<file path="src/rtl/host_seq_pkg.sv">
// host_seq_pkg -- shared widths and state encoding for the host sequencer.
//   `H_C_W  : default width of the latched host controller word
//   `EX_bus : default width of the execution bus
//   seq_state_e : IDLE / INIT / RUN / DONE, binary encoded
`ifndef H_C_W
`define H_C_W 8
`endif
`ifndef EX_bus
`define EX_bus 8
`endif

package host_seq_pkg;
    typedef enum logic [1:0] {
        ST_IDLE = 2'd0,
        ST_INIT = 2'd1,
        ST_RUN  = 2'd2,
        ST_DONE = 2'd3
    } seq_state_e;

    localparam int CNT_W_DEF = 16;
endpackage

</file>
<file path="src/rtl/seq_cnt.sv">
// seq_cnt -- loadable down-counter with a "last cycle" flag.
//   clk, rst  : clock, async active-high reset (count -> 0)
//   load      : load load_val (wins over dec)
//   load_val  : value to load
//   dec       : decrement by one (saturates at zero)
//   last      : count == 1
module seq_cnt #(
    parameter int CNT_W = 16
) (
    input  logic             clk,
    input  logic             rst,
    input  logic             load,
    input  logic [CNT_W-1:0] load_val,
    input  logic             dec,
    output logic             last
);
    logic [CNT_W-1:0] count;

    always_ff @(posedge clk or posedge rst) begin
        if (rst)
            count <= '0;
        else if (load)
            count <= load_val;
        else if (dec && count != '0)
            count <= count - 1'b1;
    end

    assign last = (count == CNT_W'(1));
endmodule

</file>
<file path="src/rtl/host_seq.sv">
// host_seq -- command sequencer: on start, runs an INIT phase of
// init_cycles_i cycles, then a RUN phase of run_cycles_i cycles, then a
// one-cycle DONE pulse. Captures the host word at start and samples the
// execution bus during RUN.
//   clk, rst            : clock, async active-high reset
//   start_i             : start strobe (only honoured in IDLE)
//   abort_i             : cancel sequence, back to IDLE next edge
//   init_cycles_i       : INIT phase length
//   run_cycles_i        : RUN phase length (latched at start)
//   host_cfg_i          : host word, latched at start
//   ex_bus_i/ex_valid_i : execution bus, captured in RUN when valid
//   init_o / run_o      : phase indicators
//   host_controller_o   : latched host word
//   ex_bus_o            : captured execution bus value
//   busy_o / done_o     : not-idle flag / completion pulse
module host_seq
    import host_seq_pkg::*;
#(
    parameter int CNT_W = CNT_W_DEF,
    parameter int H_C_W = `H_C_W,
    parameter int EX_W  = `EX_bus
) (
    input  logic             clk,
    input  logic             rst,
    input  logic             start_i,
    input  logic             abort_i,
    input  logic [CNT_W-1:0] init_cycles_i,
    input  logic [CNT_W-1:0] run_cycles_i,
    input  logic [H_C_W-1:0] host_cfg_i,
    input  logic [EX_W-1:0]  ex_bus_i,
    input  logic             ex_valid_i,
    output logic             init_o,
    output logic             run_o,
    output logic [H_C_W-1:0] host_controller_o,
    output logic [EX_W-1:0]  ex_bus_o,
    output logic             busy_o,
    output logic             done_o
);
    seq_state_e       state, state_nxt;
    logic [CNT_W-1:0] run_lat;
    logic [CNT_W-1:0] cnt_load_val;
    logic             cnt_load, cnt_dec, cnt_last;
    logic             accept;

    // abort beats a simultaneous start in IDLE
    assign accept = (state == ST_IDLE) && start_i && !abort_i;

    seq_cnt #(.CNT_W(CNT_W)) u_cnt (
        .clk      (clk),
        .rst      (rst),
        .load     (cnt_load),
        .load_val (cnt_load_val),
        .dec      (cnt_dec),
        .last     (cnt_last)
    );

    always_ff @(posedge clk or posedge rst) begin
        if (rst) state <= ST_IDLE;
        else     state <= state_nxt;
    end

    always_comb begin
        state_nxt    = state;
        cnt_load     = 1'b0;
        cnt_dec      = 1'b0;
        cnt_load_val = init_cycles_i;
        case (state)
            ST_IDLE: begin
                if (accept) begin
                    cnt_load = 1'b1;
                    if (init_cycles_i != '0) begin
                        state_nxt    = ST_INIT;
                        cnt_load_val = init_cycles_i;
                    end else if (run_cycles_i != '0) begin
                        state_nxt    = ST_RUN;
                        cnt_load_val = run_cycles_i;
                    end else begin
                        state_nxt    = ST_DONE;
                    end
                end
            end
            ST_INIT: begin
                if (abort_i) begin
                    state_nxt = ST_IDLE;
                end else if (cnt_last) begin
                    // hand straight over to RUN so there is no gap cycle
                    cnt_load_val = run_lat;
                    cnt_load     = 1'b1;
                    state_nxt    = (run_lat != '0) ? ST_RUN : ST_DONE;
                end else begin
                    cnt_dec = 1'b1;
                end
            end
            ST_RUN: begin
                if (abort_i)       state_nxt = ST_IDLE;
                else if (cnt_last) state_nxt = ST_DONE;
                else               cnt_dec   = 1'b1;
            end
            ST_DONE:  state_nxt = ST_IDLE;
            default:  state_nxt = ST_IDLE;
        endcase
    end

    // Outputs are decoded from the next state and registered, so they line
    // up with the state register without any input-to-output path.
    always_ff @(posedge clk or posedge rst) begin
        if (rst) begin
            run_lat           <= '0;
            host_controller_o <= '0;
            ex_bus_o          <= '0;
            init_o            <= 1'b0;
            run_o             <= 1'b0;
            busy_o            <= 1'b0;
            done_o            <= 1'b0;
        end else begin
            if (accept) begin
                run_lat           <= run_cycles_i;
                host_controller_o <= host_cfg_i;
                ex_bus_o          <= '0;
            end else if (state == ST_RUN && ex_valid_i && !abort_i) begin
                ex_bus_o <= ex_bus_i;
            end
            init_o <= (state_nxt == ST_INIT);
            run_o  <= (state_nxt == ST_RUN);
            busy_o <= (state_nxt != ST_IDLE);
            done_o <= (state_nxt == ST_DONE);
        end
    end
endmodule

</file>
<file path="config.mk">
export PLATFORM = sky130hd
export DESIGN_NAME = host_seq
export DESIGN_NICKNAME = d
export VERILOG_FILES = /design/src/rtl/host_seq_pkg.sv /design/src/rtl/seq_cnt.sv /design/src/rtl/host_seq.sv
export SDC_FILE = /design/constraint.sdc
export NUM_CORES = 1
export LEC_CHECK = 0
export ABC_CLOCK_PERIOD_IN_PS = 5300
export CORE_MARGIN = 2
export CORE_UTILIZATION = 40
export CTS_CLUSTER_SIZE = 8
export DETAILED_ROUTE_END_ITERATION = 10
export GPL_ROUTABILITY_DRIVEN = 0
export GPL_TIMING_DRIVEN = 0
export PLACE_DENSITY = 0.71
export SYNTH_ARGS = -nofsm -noshare
export SYNTH_HDL_FRONTEND = slang
export SYNTH_SLANG_ARGS = --single-unit
</file>
<file path="constraint.sdc">
create_clock -name clk -period 5.3 [get_ports clk]
set_clock_uncertainty 0.2 [all_clocks]
set_input_delay 0.53 -clock clk [delete_from_list [all_inputs] [get_ports clk]]
set_output_delay 0.53 -clock clk [all_outputs]
set_load 0.005 [all_outputs]
</file>
==> results of run 1 <==
[synthesized netlist by cell type (all sizes together) (7+ instances only)]
| master | n |
|---|---|
| a21oi | 17 |
| buf | 8 |
| clkbuf | 10 |
| dfrtp | 54 |
| inv | 11 |
| mux2i | 9 |
| nand2 | 86 |
| nand4 | 7 |
| nor2 | 14 |
| nor3 | 7 |
| nor4 | 21 |
| o21ai | 18 |
| xor2 | 13 |
[cell families (layout without fill, tap and decap cells)]
| logic type | count (synthesis) | after routing | synth area share, % |
|---|---|---|---|
| AND/OR/NAND/NOR | 163 | 163 | 26.1 |
| AO/OA/AOI/OAI | 76 | 76 | 16.7 |
| flip-flops | 54 | 54 | 41.8 |
| buffers and inverters | 29 | 110 | 4.45 |
| multiplexers | 15 | 15 | 4.87 |
| XOR/XNOR | 14 | 14 | 3.79 |
| adder cells (fa/ha/maj) | 6 | 6 | 2.32 |
[final cells by class]
class                      instances  area share, %
clock inverter                     3           1.04
sequential                        54           32.0
buffer                            18           2.43
tap                              102           3.03
timing repair buffer              73           17.6
inverter                          11          0.979
clock buffer                       5           1.63
multi-input combinational        274           41.3
[per-stage QoR]
stage | cell area, um^2 | power [mW] | utilization [%]
6_report | 4220 | 1.59 | 54.3
5_1_grt | 4220 | 1.69 | 54.3
4_1_cts | 4220 | 1.59 | 54.3
3_5_place_dp | 4100 | 1.30 | 52.8
3_3_place_gp | 4080 | 1.27 | 52.6
2_1_floorplan | 3240 | 1.05 | -
[flip-flops by register name (all words and copies together) (netlist names)]
name               flops
run_o                  1
host_controller_o      8
init_o                 1
u_cnt.count           16
run_lat               16
state                  2
busy_o                 1
ex_bus_o               8
done_o                 1
[power groups by stage]
stage               logic, mW  registers [mW]  clock network (mW)
finish                  0.590           0.714               0.283
global route            0.648           0.734               0.306
CTS                     0.583           0.712               0.290
detailed placement      0.578           0.719                   0
global placement        0.562           0.712                   0
floorplan               0.364           0.685                   0
[cell usage in the layout, fill, tap and decap left out, types with 3 or more instances in the layout]
cell type        instances
ha_1                     6
a22o_1                   4
o21ai_1                  3
nor2_1                  14
a21oi_1                 17
clkbuf_1                10
o2bb2ai_1                4
xor2_1                  13
nand3_1                  5
or3_1                    4
mux2i_1                  9
clkbuf_8                 5
nand2_1                 86
nand4_1                  7
nor3_1                   6
nor4_1                  18
o31ai_1                  3
clkdlybuf4s50_1         72
o21ai_0                 14
dfrtp_1                 54
and4_1                   3
a32oi_1                  5
inv_1                   10
o211ai_1                 6
a222oi_1                 3
mux2_2                   5
buf_2                    4
[worst min-delay path, cell delays in order (launching register included)]
cell	delay, ps
dfrtp_1	350
nand2_1	50
nand2_1	60
[worst min path at each step]
stage | from | end | slack [ps] | depth (start not counted)
2_1_floorplan | run_lat[0] | run_lat[0] | 260 | 2
3_3_place_gp | host_controller_o[7] | host_controller_o[7] | 260 | 2
3_5_place_dp | host_controller_o[7] | host_controller_o[7] | 260 | 2
4_1_cts | host_controller_o[6] | host_controller_o[6] | 290 | 2
5_1_grt | host_controller_o[6] | host_controller_o[6] | 320 | 2
6_report | host_controller_o[2] | host_controller_o[2] | 290 | 2
[per-layer routing]
layer  wire length (um)  vias to the layer above  part of all wire (%)  GRT usage, %
met2               4380                      125                    48          33.8
met1               4060                     1490                    44          29.7
met4                255                        0                   2.8          7.37
li1                   -                     1456                     -             -
met5                  0                        -                     0             0
met3                512                       29                   5.6          3.53
==> run metrics, run 1 <==
outcome completed; fmax 372 MHz; dpl ws 2440 ps; MaxCap Viol Count 0; Synth top area share 41.8%; number of diodes 0; Global Route Usage Sum 21.4%; post-DP HPWL 7070 um; Primary FF master, synth dfrtp_1; crit-path leading delay family simple AND/OR/NAND/NOR gates; dominant cells by area after synthesis dfrtp_1, nand2_1, xor2_1, nor4_1, mux2i_1; combinational share of power 37.2%; post-layout instance count excluding filler cells 540; Netlist cell types 57; Async SR Flop Fraction 100%; Max Slew Vio Count 0; Vias/cell 5.74; Clock Latency Late Sink 320 ps; area leader, netlist dfrtp_1; Layout Nets 496; Clk pwr share 17.8%; Slowest cell on crit path a222oi_1; hold_buf cts 0; WP data required 5280 ps; flop2flop setup slack 2610 ps; largest net degree at the start of global routing 31; CP endpoint kind register; RSZ-0062 raised after global routing false; DRC Markers 0; GRT overflow 0; crit-path cells inv_1 > ha_1 > nor4b_2 > and4_1 > buf_6 > mux2_2 > a222oi_1 > mux2i_1; Placement Rows 32; Slew HR 56.1%; post-CTS setup buffer count 0; number of global-route vias before repair 2913; startpoint types register; PostCTS Resize Cnt 0; clk sinks 54; CTS tree built; CP Max Fanout 7; FF-to-FF End u_cnt.count[10]; peak supply drop 0.174 mV; placed cell count 532; pwr dens 376 nW/um^2; Post-Syn Nets 416; Psw 0.618 mW; min Tclk post-route 2690 ps; final wirelength 9210 um; Initial Util 41.7%; CP Launch Point u_cnt.count[1]; P_leak 1.79 nW; post-route ant nets 0; WP data arrival 2660 ps; post-synthesis cell area 3240 um^2; final worst slack 2610 ps; Tcrit/Tclk final 50.7%; sw frac 38.9%; Storage cell area 1350 um^2; CTS H-tree lvls 2; worst hold slack 288 ps; Die Span X 93.9 um; share of layout cells above drive strength 1 7.76%; routed via count 3100; final setup fails 0; input/output buffers 72; FF-to-FF Start u_cnt.count[1]; Flop pwr share 45.0%; Mapped Cells 357; synthesis warning total 0; sequential share of the synthesized area 41.8%; area grow syn2layout 30.3%; CTS Buf Count 5; Fill cells 717; 1st-iter DRT viols 226; root buf cell clkbuf_8; kind of critical path register to register; initial antenna violation count 0; Avg Inst Size Synth 9.06 um^2; Levels on crit path 8; CORE AREA 7770 um^2; area of the multi-input gates 1740 um^2; final hold viol count 0; Pre-Repair DR Iteration Count 6; Die ar. 8820 um^2; worst-margin pin slew 649 ps; Critical path buffers and inverters 2; routed len/inst 17.1 um; Worst path max stage delay 450 ps; reg2reg path depth 8; setup tns final 0 ps; Post-synth EDFFs 0; num ports 73; first-pass GRT wire length 14900 um; Worst-path clk slew 100 ps; FF+latch count, synth 54; Die H 93.9 um; Worst setup endpoint u_cnt.count[10]; internal power 0.969 mW; HP Class register to register; Max clock buf depth 2
Note: power is estimated with default switching activity, not from simulation.
==> run 2, diff against run 1 <==
- ABC_CLOCK_PERIOD_IN_PS: 5300 -> 2290
- PLACE_DENSITY: 0.71 -> 0.73
- clock period: 5.3 -> 2.29 ns (I/O delays scaled with it)
==> run 2 against run 1 <==
Against the previous run: the run now ends with setup timing left; sequential power up 130%; sequential share of layout area down 1.7 points; worst setup slack worse by 2700 ps; routed wire length up 2.1%; total power up 140%; design area up 5.9%; fmax up 12%; register-to-register slack worse by 2700 ps; combinational power rose to 2.6 times the previous value; worst hold slack worse by 210 ps; core utilization up 3.2 points.
==> run metrics, run 2 (same netlist as run 1, synthesis figures left out) <==
routed via count 3246 (was 3100); peak supply drop 0.371 mV (was 0.174 mV); Die Span X 93.9 um (unchanged); CORE AREA 7770 um^2 (unchanged); DRC Markers 0 (unchanged); pwr dens 865 nW/um^2 (was 376 nW/um^2); Die H 93.9 um (unchanged); routed len/inst 17.0 um (was 17.1 um); area of the multi-input gates 1840 um^2 (was 1740 um^2); final hold viol count 0 (unchanged); HP Class input port to asynchronous set/reset pin (was register to register); num ports 73 (unchanged); violated checks setup timing; Slew HR 63.3% (was 56.1%); top flop regs run_lat: 16 flops, u_cnt.count: 16 flops (unchanged); number of global-route vias before repair 3039 (was 2913); Die ar. 8820 um^2 (unchanged); post-layout instance count excluding filler cells 554 (was 540); final wirelength 9400 um (was 9210 um); Global Route Usage Sum 21.9% (was 21.4%); startpoint types register (unchanged); clk sinks 54 (unchanged); setup tns final -743 ps (was 0 ps); CP Max Fanout 5 (was 7); Storage cell area 1350 um^2 (about the same); WP data required 2270 ps (was 5280 ps); kind of critical path register to register (unchanged); CTS tree built (unchanged); hold_buf cts 0 (unchanged); number of diodes 0 (unchanged); worst-margin pin slew 550 ps (was 649 ps); Clock Latency Late Sink 310 ps (was 320 ps); placed cell count 532 (unchanged); fmax 416 MHz (was 372 MHz); area grow syn2layout 38.0% (was 30.3%); post-route ant nets 0 (unchanged); post-DP HPWL 6960 um (was 7070 um); final setup fails 13 (was 0); Worst-path clk slew 110 ps (was 100 ps); largest net degree at the start of global routing 30 (was 31); Max Slew Vio Count 0 (unchanged); Fill cells 697 (was 717); Layout Nets 510 (was 496); CP endpoint kind register (unchanged); most frequent standard cell in the layout excluding fill and tap cells nand2_1 (unchanged); final core occ 57.5% (was 54.3%); Vias/cell 5.86 (was 5.74); commonest cells after routing, fill and taps aside nand2_1, clkdlybuf4s50_1, dfrtp_1 (unchanged); Pre-Repair DR Iteration Count 5 (was 6); Initial Util 41.7% (unchanged); Max clock buf depth 2 (unchanged); first-pass GRT wire length 15300 um (was 14900 um); CTS H-tree lvls 2 (unchanged); share of layout cells above drive strength 1 15.3% (was 7.76%); min Tclk post-route 2400 ps (was 2690 ps); root buf cell clkbuf_8 (unchanged); RSZ-0062 raised after global routing true (was false); input/output buffers 72 (unchanged); Tcrit/Tclk final 105% (was 50.7%); WP data arrival 2390 ps (was 2660 ps); CTS Buf Count 5 (unchanged); 1st-iter DRT viols 382 (was 226); initial antenna violation count 0 (unchanged); MaxCap Viol Count 0 (unchanged); Placement Rows 32 (unchanged); GRT overflow 0 (unchanged); final worst slack -114 ps (was 2610 ps); P_leak 1.91 nW (was 1.79 nW); outcome complete, but fails checks (was completed)
-- run 2: changes by cell type in the layout (fill, tap and decap cells not counted), sizes merged --
cell	delta
buf	+14
-- run 2: area by class of cell --
type / count / area share [%]
Buffer: 18 / 2.72
Clock buffer: 5 / 1.54
Clock inverter: 3 / 1.06
Inverter: 11 / 0.925
Multi-Input combinational cell: 274 / 41.3
Sequential cell: 54 / 30.3
Tap cell: 102 / 2.86
Timing Repair Buffer: 87 / 19.3
-- run 2: power breakdown --
part           total, mW  switching (mW)  internal, mW
clock network      0.668           0.336         0.332
registers           1.67           0.386          1.29
logic               1.52           0.785         0.739
-- run 2: final timing paths --
check	slack, ps	startpoint	endpoint	cells after the start
setup / recovery	-110	u_cnt.count[1]	u_cnt.count[10]	8
hold / removal	80	rst	ex_bus_o[0]	2
setup reg to reg	-110	u_cnt.count[1]	u_cnt.count[10]	8
hold reg to reg	290	host_controller_o[0]	host_controller_o[0]	2
max in group asynchronous	1250	rst	u_cnt.count[5]	3
min in group clk	220	host_cfg_i[1]	host_controller_o[1]	3
-- run 2: repair_timing --
item,4_1_cts,5_1_grt
endpoints found under the setup margin,39,44
pin swaps,5,9
gates resized for setup,12,33
buffers inserted,11,3
-- run 2: critical path, cell delays in order, from the launching register on --
cell and delay [ps]:
dfrtp_1 400, inv_2 80, ha_4 140, nor4b_4 240, and4_1 260, buf_6 130
mux2_4 300, a222oi_1 410, mux2i_1 130
-- run 2: metrics by stage --
stage	setup slack [ps]	cell area (um^2)	total power, mW	hold WS, ps
after floorplan	68.6	3240	2.43	134
after CTS	-75.8	4350	3.75	97.0
after global routing	-232	4470	4.12	143
after global placement	-475	4080	2.94	261
after detailed placement	-326	4100	2.99	267
final	-114	4470	3.86	80.5
-- run 2: metal layers --
metal  up-vias  global-route usage (%)  wire length (um)
li1       1479                       -                 -
met1      1600                    30.4              3940
met2       145                    35.8              4610
met3        22                    3.53               651
met4         0                    5.43               188
met5         -                       0                 0
